--- config.mk ---
export PLATFORM = sky130hd
export DESIGN_NAME = unified_mem_arbiter
export DESIGN_NICKNAME = d
export VERILOG_FILES = /design/src/rtl/mem_arb_pkg.sv /design/src/rtl/arb_watchdog.sv /design/src/rtl/unified_mem_arbiter.sv
export SDC_FILE = /design/constraint.sdc
export NUM_CORES = 1
export LEC_CHECK = 0
export ABC_CLOCK_PERIOD_IN_PS = 3700
export CAP_MARGIN = 40
export CORE_AREA = 2 2 105 107
export DETAILED_ROUTE_END_ITERATION = 10
export DIE_AREA = 0 0 107 109
export DONT_BUFFER_PORTS = 1
export PLACE_DENSITY = 0.49
export SLEW_MARGIN = 20
export SYNTH_ARGS = -nofsm -noshare
export SYNTH_HDL_FRONTEND = slang
export SYNTH_SLANG_ARGS = --single-unit
export TNS_END_PERCENT = 30
--- constraint.sdc ---
create_clock -name clk -period 3.7 [get_ports clk]
set_input_delay 0.74 -clock clk [delete_from_list [all_inputs] [get_ports clk]]
set_output_delay 0.74 -clock clk [all_outputs]
set_load 0.02 [all_outputs]
--- src/rtl/mem_arb_pkg.sv ---
// Shared definitions for the unified memory arbiter: state encoding and
// default bus widths.
package mem_arb_pkg;

  localparam int ADDR_W_DEF = 32;
  localparam int DATA_W_DEF = 32;

  typedef enum logic [1:0] {
    ARB_IDLE    = 2'd0,
    ARB_SERVE_D = 2'd1,
    ARB_SERVE_I = 2'd2
  } arb_state_e;

endpackage

--- src/rtl/arb_watchdog.sv ---
// Watchdog for the arbiter's SERVE states. The count is cleared while the
// arbiter is idle and advances on every serve cycle that sees no ack. The
// expiry pulse fires in the TIMEOUT_CYC-th consecutive cycle without an ack.
module arb_watchdog #(
  parameter int TIMEOUT_CYC = 255
) (
  input  logic clk,
  input  logic rst_n,
  input  logic clr_i,
  input  logic en_i,
  output logic expire_o
);

  localparam int CNT_W = $clog2(TIMEOUT_CYC + 1);
  localparam logic [CNT_W-1:0] LAST = CNT_W'(TIMEOUT_CYC - 1);

  logic [CNT_W-1:0] cnt_q;
  logic [CNT_W-1:0] cnt_d;

  // Next count: clear has priority over increment.
  always_comb begin
    cnt_d = cnt_q;
    if (clr_i) begin
      cnt_d = '0;
    end else if (en_i) begin
      cnt_d = cnt_q + 1'b1;
    end
  end

  assign expire_o = en_i & (cnt_q == LAST);

  // Counter register.
  always_ff @(posedge clk or negedge rst_n) begin
    if (!rst_n) begin
      cnt_q <= '0;
    end else begin
      cnt_q <= cnt_d;
    end
  end

endmodule

--- src/rtl/unified_mem_arbiter.sv ---
// Arbiter sharing one single-port memory between instruction fetch and the
// data stage. Data accesses always win; the waiting stage sees a stall. A
// req/ack handshake supports variable-latency memory, and a watchdog aborts
// any access that never gets acknowledged.
// Optional feature macro: MEM_ARB_PERF_EN adds the perf_fetch_stall counter.
module unified_mem_arbiter
  import mem_arb_pkg::*;
#(
  parameter int ADDR_W      = ADDR_W_DEF,
  parameter int DATA_W      = DATA_W_DEF,
  parameter int TIMEOUT_CYC = 255
) (
`ifdef MEM_ARB_PERF_EN
  output logic [31:0]       perf_fetch_stall,
`endif
  input  logic              clk,
  input  logic              reset,
  input  logic              if_req,
  input  logic [ADDR_W-1:0] if_addr,
  output logic [DATA_W-1:0] if_rdata,
  output logic              if_valid,
  input  logic              dm_req,
  input  logic              dm_we,
  input  logic [ADDR_W-1:0] dm_addr,
  input  logic [DATA_W-1:0] dm_wdata,
  output logic [DATA_W-1:0] dm_rdata,
  output logic              dm_valid,
  output logic              stall_fetch,
  output logic              stall_mem,
  output logic              mem_req,
  output logic              mem_we,
  output logic [ADDR_W-1:0] mem_addr,
  output logic [DATA_W-1:0] mem_wdata,
  input  logic [DATA_W-1:0] mem_rdata,
  input  logic              mem_ack,
  output logic              timeout_err
);

  arb_state_e        state_q, state_d;
  logic              mem_req_q, mem_req_d;
  logic              mem_we_q, mem_we_d;
  logic [ADDR_W-1:0] mem_addr_q, mem_addr_d;
  logic [DATA_W-1:0] mem_wdata_q, mem_wdata_d;
  logic              timeout_err_q, timeout_err_d;

  logic serving;
  logic wd_expire;
  logic done;
  logic abort;

  assign serving = (state_q != ARB_IDLE);

  // The watchdog only runs while waiting on memory; an ack in the same cycle
  // as expiry counts as a normal completion.
  arb_watchdog #(
    .TIMEOUT_CYC (TIMEOUT_CYC)
  ) u_watchdog (
    .clk      (clk),
    .rst_n    (reset),
    .clr_i    (~serving),
    .en_i     (serving & ~mem_ack),
    .expire_o (wd_expire)
  );

  assign done  = serving & (mem_ack | wd_expire);
  assign abort = serving & wd_expire;

  // Completion strobes and read data; data is zero outside the completion
  // cycle and on an aborted access.
  always_comb begin
    if_valid = (state_q == ARB_SERVE_I) & done;
    dm_valid = (state_q == ARB_SERVE_D) & done;
    if_rdata = ((state_q == ARB_SERVE_I) && mem_ack) ? mem_rdata : '0;
    dm_rdata = ((state_q == ARB_SERVE_D) && mem_ack) ? mem_rdata : '0;
  end

  assign stall_fetch = if_req & ~if_valid;
  assign stall_mem   = dm_req & ~dm_valid;

  // Grant and completion decisions. Requests are sampled only in IDLE, so
  // requester changes during a serve are invisible to memory.
  always_comb begin
    state_d       = state_q;
    mem_req_d     = mem_req_q;
    mem_we_d      = mem_we_q;
    mem_addr_d    = mem_addr_q;
    mem_wdata_d   = mem_wdata_q;
    timeout_err_d = timeout_err_q | abort;
    case (state_q)
      ARB_IDLE: begin
        if (dm_req) begin
          state_d     = ARB_SERVE_D;
          mem_req_d   = 1'b1;
          mem_we_d    = dm_we;
          mem_addr_d  = dm_addr;
          mem_wdata_d = dm_wdata;
        end else if (if_req) begin
          state_d     = ARB_SERVE_I;
          mem_req_d   = 1'b1;
          mem_we_d    = 1'b0;
          mem_addr_d  = if_addr;
          mem_wdata_d = '0;
        end
      end
      ARB_SERVE_D, ARB_SERVE_I: begin
        if (done) begin
          state_d   = ARB_IDLE;
          mem_req_d = 1'b0;
        end
      end
      default: begin
        state_d   = ARB_IDLE;
        mem_req_d = 1'b0;
      end
    endcase
  end

  // FSM state and registered memory-side outputs.
  always_ff @(posedge clk or negedge reset) begin
    if (!reset) begin
      state_q       <= ARB_IDLE;
      mem_req_q     <= 1'b0;
      mem_we_q      <= 1'b0;
      mem_addr_q    <= '0;
      mem_wdata_q   <= '0;
      timeout_err_q <= 1'b0;
    end else begin
      state_q       <= state_d;
      mem_req_q     <= mem_req_d;
      mem_we_q      <= mem_we_d;
      mem_addr_q    <= mem_addr_d;
      mem_wdata_q   <= mem_wdata_d;
      timeout_err_q <= timeout_err_d;
    end
  end

  assign mem_req     = mem_req_q;
  assign mem_we      = mem_we_q;
  assign mem_addr    = mem_addr_q;
  assign mem_wdata   = mem_wdata_q;
  assign timeout_err = timeout_err_q;

`ifdef MEM_ARB_PERF_EN
  logic [31:0] perf_q;

  // Saturating count of cycles in which fetch is stalled.
  always_ff @(posedge clk or negedge reset) begin
    if (!reset) begin
      perf_q <= '0;
    end else if (stall_fetch && (perf_q != 32'hFFFF_FFFF)) begin
      perf_q <= perf_q + 32'd1;
    end
  end

  assign perf_fetch_stall = perf_q;
`endif

endmodule
==> results.toml <==
[finish]
nNetsFinal = 480
multiInputGateArea_um2 = 1700
ff_latch_area_um2 = 1930
fillCellCount = 1049
stdcell_count = 486
diodes = 0
final_common_cell = "dfrtp_1"
syn_to_final_growth_pct = 6.40
layout-drive-gt1-share_pct = 6.94
design_area_um2 = 4060
layout_common_cells = "dfrtp_1, and3_1, a22o_1, nand2_1, mux2i_1"
fin_util_pct = 38.3

[route]
drt_wl_total_um = 9760
wl_per_cell_um = 20.1
drc = 0
first_pass_iters = 5
vias = 2694
initialDrtViolationCount = 131
avgViaCountPerCell = 5.54
antenna_left = 0

[place]
placed_area_um2 = 3870
dpl.cell_count = 470
routabilityCongestion = 0.728
place_hpwl_um = 7260
place_worst_setup_slack_ns = 1.08
port_buffers = 0

[synth]
synth_edf_count = 0
syn_area_um2 = 3810
synth_cell_type_count = 37
async_flop_share_pct = 100
synthFlopType = "dfrtp_1"
syn_area_per_cell_um2 = 10.6
seq_area_frac_synth_pct = 50.5
yosys_warnings = 0
synthCells = 361
synth_fp_nets = 500
synth-seq-cells = 77

[clock_tree]
htree_levels = 3
insertion_delay_ns = 0.35
post_cts_buffers = 0
path_clk_slew_ns = 0.09
cts_root_buf = "clkbuf_8"
cts_resized = 0
clock-sinks = 77
cts.path.max_buffers = 2
cts_tree = "built"
cts_hold_buf = 0
cts_buffers = 9

[global_routing]
grt_pass1_vias = 2532
grt.overflow.total = 0
grtUsageMet1_pct = 17.6
busiest_layer = "met2"
antenna_found_initial = 0
grt_use_met3_pct = 5.26
track_usage_pct = 16.0
grt_first_pass_wirelength_um = 14000
grt_use_met2_pct = 28.6
grt_max_degree = 78

[sta]
grt_setup_unrepaired = "false"
fin_worst_skew_ns = 0.0168
setup_ws_ns = 0.753
relSlewSlack_pct = 47.1
slew_violations = 0
hold_viol = 0
period_minus_slack_ns = 2.95
setup-violations-final = 0
tns_ns = 0
fmax_ghz = 0.339
layout_worst_path_cycle_share_pct = 79.6
hold_ws_ns = 0.0746
tightest_slew_ns = 0.793

[power]
irDropWorstVdd_mv = 0.389
power.leakage_nw = 2.08
powerDensity_nw_per_um2 = 864
p_total_mw = 3.51

[die]
die_y_um = 109
row_count = 38
fp.dieW_um = 107
initial_core_util_pct = 36.0
dieArea_um2 = 11700
core_um2 = 10600
io_pins = 269

[critical_path]
cp.required_ns = 2.96
crit_fanout = 33
reg2reg_to = "mem_addr[21]"
worst_setup_path_start_kind = "flip-flop"
worstReg2RegStart = "state_q[0]"
crit_type = "reg2out"
r2r_slack_ns = 1.63
end_kind = "primary output"
reg2reg_depth = 6
worstPathArrival_ns = 2.21

[worst_hold_path]
hp-class = "in2async"

[flow_run]
maxCapViolCount = 0

[status]
status = "completed"
-- worst max-delay path, stage by stage (launching register included) --
cell and delay [ns]:
dfrtp_1 0.40, inv_1 0.11, ha_1 0.68, inv_1 0.13, nor3_1 0.55
-- worst max-delay path by stage --
stage / start / to / slack (ns) / cells after the start
floorplan: mem_ack / if_rdata[10] / 1.38 / 4
global placement: state_q[0] / if_valid / 1.16 / 4
detailed placement: state_q[0] / if_valid / 1.08 / 4
CTS: state_q[0] / if_valid / 0.70 / 4
global route: state_q[0] / if_valid / 0.56 / 4
finish: state_q[0] / if_valid / 0.75 / 4
-- flip-flops by register name (all words and copies together) (netlist names) --
| register | cells |
|---|---|
| mem_addr | 32 |
| mem_wdata | 32 |
| u_watchdog.cnt_q | 8 |
| state_q | 2 |
| mem_req | 1 |
| mem_we | 1 |
| timeout_err | 1 |
-- routing by layer --
| layer | share of wire [%] | wire (um) |
|---|---|---|
| met1 | 37 | 3580 |
| met2 | 52 | 5120 |
| met3 | 8.7 | 849 |
| met4 | 2.1 | 209 |
| met5 | 0 | 0 |
-- cell usage after synthesis, types with 2 or more instances --
cell      count  share of area (%)
nand2_1      33                3.2
nand2b_1      2               0.33
nor3_1        2               0.26
ha_1          5                1.6
o21ai_0      25                3.3
a32o_1        2               0.53
inv_1         5               0.49
mux2i_1      32                8.4
buf_4         5               0.98
clkbuf_1     14                1.4
dfrtp_1      77                 51
nor2_1        9               0.89
buf_2        14                1.8
o21ai_1      10                1.3
and3_1       64                 11
xor2_1        3               0.69
or3_1         2               0.33
a21oi_1       3               0.39
nor2b_1       4               0.66
a22o_1       33                7.6
-- power by group --
part           internal (mW)  leakage, nW  total [mW]  switching (mW)
combinational          0.378         1.01       0.938           0.559
sequential              1.21        0.974        1.96           0.749
clock                  0.287       0.0967       0.605           0.319
-- final cells by class --
class / count / share of cell area [%]
Sequential cell: 77 / 47.5
Multi-Input combinational cell: 245 / 42.0
Clock buffer: 11 / 3.73
Clock inverter: 5 / 0.956
Timing Repair Buffer: 3 / 1.05
Inverter: 5 / 0.463
Tap cell: 140 / 4.32
-- cell families after synthesis --
kind of cell	synth area share, %
and+or+nand+nor	17.8
AOI/OAI and AO/OA	15.6
DFF	50.5
buffers and inverters	4.79
muxes	8.70
adders and majority gates	1.64
xor gates and xnor gates	0.919
No activity file was read; power rests on OpenSTA's default activity.
==> RTL change 1: new RTL, same flow settings <==
`TIMEOUT_CYC` is set to 255 in 2 places; all go to 510.
--- a/src/rtl/arb_watchdog.sv
+++ b/src/rtl/arb_watchdog.sv
@@ -4,3 +4,3 @@
 module arb_watchdog #(
-  parameter int TIMEOUT_CYC = 255
+  parameter int TIMEOUT_CYC = 510
 ) (
--- a/src/rtl/unified_mem_arbiter.sv
+++ b/src/rtl/unified_mem_arbiter.sv
@@ -10,3 +10,3 @@
   parameter int DATA_W      = DATA_W_DEF,
-  parameter int TIMEOUT_CYC = 255
+  parameter int TIMEOUT_CYC = 510
 ) (
Function: same outputs for any inputs over 10 cycles, from zero or initial values and one cycle with reset low; that may be too few to reach the edited logic, so the function may still have changed.
==> RTL change 1 against the original RTL <==
Worst setup slack improved by 0.26 ns. Sequential cell count increased by 1. Area after synthesis increased by 0.39%. Non-clock buffer count increased by 3. Hold slack got worse by 0.011 ns. Wire length decreased by 0.45%. Final area increased by 0.71%. Critical path depth increased by 1. Synthesized cell count increased by 1.4%. Power increased by 0.34%. Clock power decreased by 2%. Count of clock-buffer cells in the layout decreased by 2. Global-route usage decreased by 0.53 points. Via count increased by 2.4%. Largest cell class unchanged. Highest routed layer unchanged.
==> RTL change 1: results (changes against the original RTL) <==
stage	metric	value	unit	change
clock_tree	post-cts-setup-buffer-count	0		unchanged
synthesis	synth_cell_types	35		-5.4%
power	cellLeakagePower	2.09	nW	+0.71%
route	wirelength	9710	um	-0.45%
critical_path	worst_path_max_delay_cell	nor3_1		
clock_tree	clk_pin_slew	0.10	ns	
synthesis	ys_ff_latch	78		+1.3%
clock_tree	clkLatencyLatePin	0.36	ns	
critical_path	cp.arrival	1.94	ns	-0.27 ns
synthesis	synthAdderAreaFrac	1.63	%	-0.0064 points
layout	clock_tree_area_fraction	4.44	%	-0.25 points
route	wire_per_inst	19.6	um	-2.3%
place	postPlaceCellArea	0.00390	mm2	+0.97%
synthesis	synth_xor_area_share	0.915	%	-0.0036 points
layout	fin_area	0.00409	mm2	+0.71%
place	place_congestion	0.823		+13%
synthesis	ys.warnings.count	0		unchanged
timing	fin_worst_skew	0.00908	ns	-0.00777 ns
route	initialDrtViolationCount	192		+47%
synthesis	synthMuxAreaShare	8.37	%	-0.33 points
synthesis	synth.area.top_cells	dfrtp_1, and3_1, mux2i_1, a22o_1, o21ai_0		
timing	max_slew_margin	52.5	%	+5.4 points
layout	multi_input_area_share	41.7	%	-0.23 points
synthesis	syn-num-nets	505		+1.0%
layout	nNonClkBuffers	6		+3
clock_tree	numCtsBuffers	9		unchanged
global_route	grt_max_degree	79		+1.3%
route	vias	2758		+2.4%
global_route	use_met1	18.6	%	+1.0 points
place	place_inst	479		+1.9%
global_route	grt_use_total	15.5	%	-0.53 points
power	vdd_ir_drop_max	0.302	mV	-22%
synthesis	synth_area_per_cell	10.5	um2	-0.98%
place	hpwl	6910	um	-4.8%
synthesis	synthTopCellsByCount	dfrtp_1, and3_1, nand2_1, o21ai_0, a22o_1		
power	power.net_switching	0.00167	W	+3.0%
route	drtPass1Iterations	4		-1
run_status	outcome	finished clean		
layout	multi_input_gates	250		+2.0%
global_route	use_met3	4.66	%	-0.60 points
layout	drive_above_1_share	7.89	%	+0.95 points
route	routed-wl-met2	4850	um	-5.3%
layout	fillers	1045		-0.38%
power	power_frac_seq	56.4	%	+0.4 points
synthesis	synth_compound_area_share	15.6	%	-0.061 points
global_route	first_global_vias	2618		+3.4%
global_route	grtUsageMet2	26.9	%	-1.7 points
layout	nNetsFinal	489		+1.9%
power	p_total	0.00352	W	+0.34%
global_route	grt_pass1_wl	13900	um	-0.34%
worst_hold_path	hold_class	in -> async		
synthesis	ys_seq_area_share	51.0	%	+0.46 points
critical_path	worst_path_largest_cell_delay	0.58	ns	-0.10 ns
place	dp_slack	1.39	ns	+0.309 ns
layout	layout.nonclk_buf_share	1.29	%	+0.24 points
route	wl_met3	845	um	-0.47%
layout	num-clock-buffers	9		-2
layout	seq_share	47.8	%	+0.28 points
route	met1Wirelength	3890	um	+8.7%
-- RTL change 1: cell types whose count changed after synthesis, sizes merged, moves of 2 or more --
cell    change
buf         -6
clkbuf      +5
nand2       +2
or4         +2
nand4       +2
-- RTL change 1: worst max-delay path: cells and delay by family, from the launching register on --
family                     cells  cell delay (ns)
buffers and inverters          3             0.45
adders and majority gates      1             0.14
DFF                            1             0.42
and+or+nand+nor                1             0.58
-- RTL change 1: worst paths after layout --
check | endpoint | startpoint | cells past startpoint | slack [ns]
worst max-delay path | dm_valid | state_q[1] | 5 | 1.02
worst min-delay path | mem_wdata[1] | reset | 0 | 0.06
worst max register to register | mem_wdata[21] | state_q[0] | 5 | 1.53
worst min register to register | u_watchdog.cnt_q[7] | u_watchdog.cnt_q[7] | 2 | 0.57
max in group asynchronous | u_watchdog.cnt_q[4] | reset | 0 | 3.52
min in group clk | mem_wdata[5] | dm_wdata[5] | 1 | 0.51
==> RTL change 2: new RTL, same settings <==
Made on the original files. Register the output `timeout_err` once more; this adds one clock of latency there. The other outputs are not delayed to match.
--- a/src/rtl/unified_mem_arbiter.sv
+++ b/src/rtl/unified_mem_arbiter.sv
@@ -140,3 +140,5 @@
   assign mem_wdata   = mem_wdata_q;
-  assign timeout_err = timeout_err_q;
+  always_ff @(posedge clk) begin
+    timeout_err <= timeout_err_q;
+  end
 
Behaviour: same outputs for any inputs over 10 cycles, from zero or initial values and one cycle with reset low; that may be too few to reach the edited logic, so the function may still have changed.
==> RTL change 2 against the original RTL <==
Global-route usage fell by 0.82 points. Wire length down 2.4%. Sequential cell count is 1 higher. Worst setup slack worse by 0.079 ns. Synthesized cell count rose by 0.28%. Area after synthesis is 0.53% higher. Power grew 1.6%. Sequential share of layout area is 0.24 points higher. First-iteration DRC count up 18%. Critical path depth unchanged. Final area increased by 0.52%. Critical endpoint unchanged.
==> RTL change 2: results (changes against the original RTL) <==
stage	metric	value	unit	change
synthesis	synth.area.top_cells	dfrtp_1, and3_1, mux2i_1, a22o_1, o21ai_0		
synthesis	synthArstFlopShare	98.7	%	-1.3 points
route	drtPass1Iterations	4		-1
power	cellLeakagePower	2.09	nW	+0.50%
place	place_congestion	0.823		+13%
synthesis	syn-num-nets	501		+0.20%
critical_path	cp.arrival	2.29	ns	+0.08 ns
global_route	grt_use_total	15.2	%	-0.82 points
synthesis	synth_cell_types	38		+2.7%
global_route	grt_pass1_wl	13700	um	-2.0%
route	wirelength	9520	um	-2.4%
route	vias_per_cell	5.60		+0.99%
power	vdd_ir_drop_max	0.272	mV	-30%
place	dp_slack	0.997	ns	-0.0802 ns
clock_tree	cts_max_path_buffers	2		unchanged
place	hpwl	6870	um	-5.4%
place	postPlaceCellArea	0.00387	mm2	+0.19%
clock_tree	htree_levels	3		unchanged
clock_tree	numCtsBuffers	9		unchanged
timing	max_slew_margin	44.9	%	-2.2 points
synthesis	ys.warnings.count	0		unchanged
critical_path	worst_path_largest_cell_delay	0.71	ns	+0.03 ns
run_status	outcome	finished clean		
route	initialDrtViolationCount	154		+18%
timing	fin_worst_skew	0.00907	ns	-0.00778 ns
layout	drive_above_1_share	7.18	%	+0.25 points
layout	nNetsFinal	482		+0.42%
synthesis	synthTopCellsByCount	dfrtp_1, and3_1, a22o_1, nand2_1, mux2i_1		
synthesis	ys_seq_area_share	50.8	%	+0.26 points
synthesis	synth_top_area_share	50.3	%	-0.26 points
global_route	first_global_vias	2507		-0.99%
RTL change 2: cell types whose count changed after synthesis, sizes merged:
cell   before  now
dfxtp       0    1
RTL change 2: final cells by class:
type	count	area [um2]
inverters	5	18.8
repair buffers	4	30.0
well taps	140	175
flip-flops and latches	78	1950
fillers	1045	6530
multi-input cells	245	1700
clock buffers	9	124
clock inverters	7	80.1
RTL change 2: kinds of logic after synthesis:
group	Yosys count	share of synthesized area, %
AO/OA/AOI/OAI	81	15.5
AND/OR/NAND/NOR	122	17.7
flip-flops	78	50.8
multiplexers	33	8.65
XOR/XNOR	4	0.914
buffers and inverters	39	4.77
adder cells (fa/ha/maj)	5	1.63
RTL change 2: path summary, 6_finish.rpt:
path / from / end / slack, ns / cells after the start
max: state_q[0] / if_valid / 0.67 / 4
min: reset / mem_we / 0.07 / 0
max reg2reg: state_q[0] / mem_addr[7] / 1.61 / 6
min reg2reg: timeout_err_q / timeout_err / 0.40 / 0
max in group asynchronous: reset / mem_wdata[14] / 3.47 / 0
min in group clk: timeout_err_q / timeout_err / 0.40 / 0
RTL change 2: worst max-delay path: cells and delay by family (launching register included):
| family | cells | cell delay [ns] |
|---|---|---|
| flops | 1 | 0.40 |
| simple gates | 1 | 0.60 |
| fa+ha+maj | 1 | 0.71 |
| buf+inv | 2 | 0.23 |
RTL change 2: report_power, final:
part | leakage, nW | total (W) | switching [W] | internal [W]
registers | 0.982 | 0.00197 | 0.000742 | 0.00123
logic | 1.00 | 0.000937 | 0.000570 | 0.000366
clock network | 0.103 | 0.000657 | 0.000335 | 0.000322
RTL change 2: through the flow:
stage / hold WS [ns] / std cells
final: 0.0728 / 488
after global placement: 0.383 / 472
after CTS: 0.0539 / 488
after detailed placement: 0.378 / 472
after floorplan: 0.349 / 362
after global routing: 0.0382 / 488
RTL change 2: routing by layer:
layer  track usage, %  wire [um]
met3             3.47        752
met4             5.57        162
met2             26.4       4840
met1             18.5       3770
met5                0          0
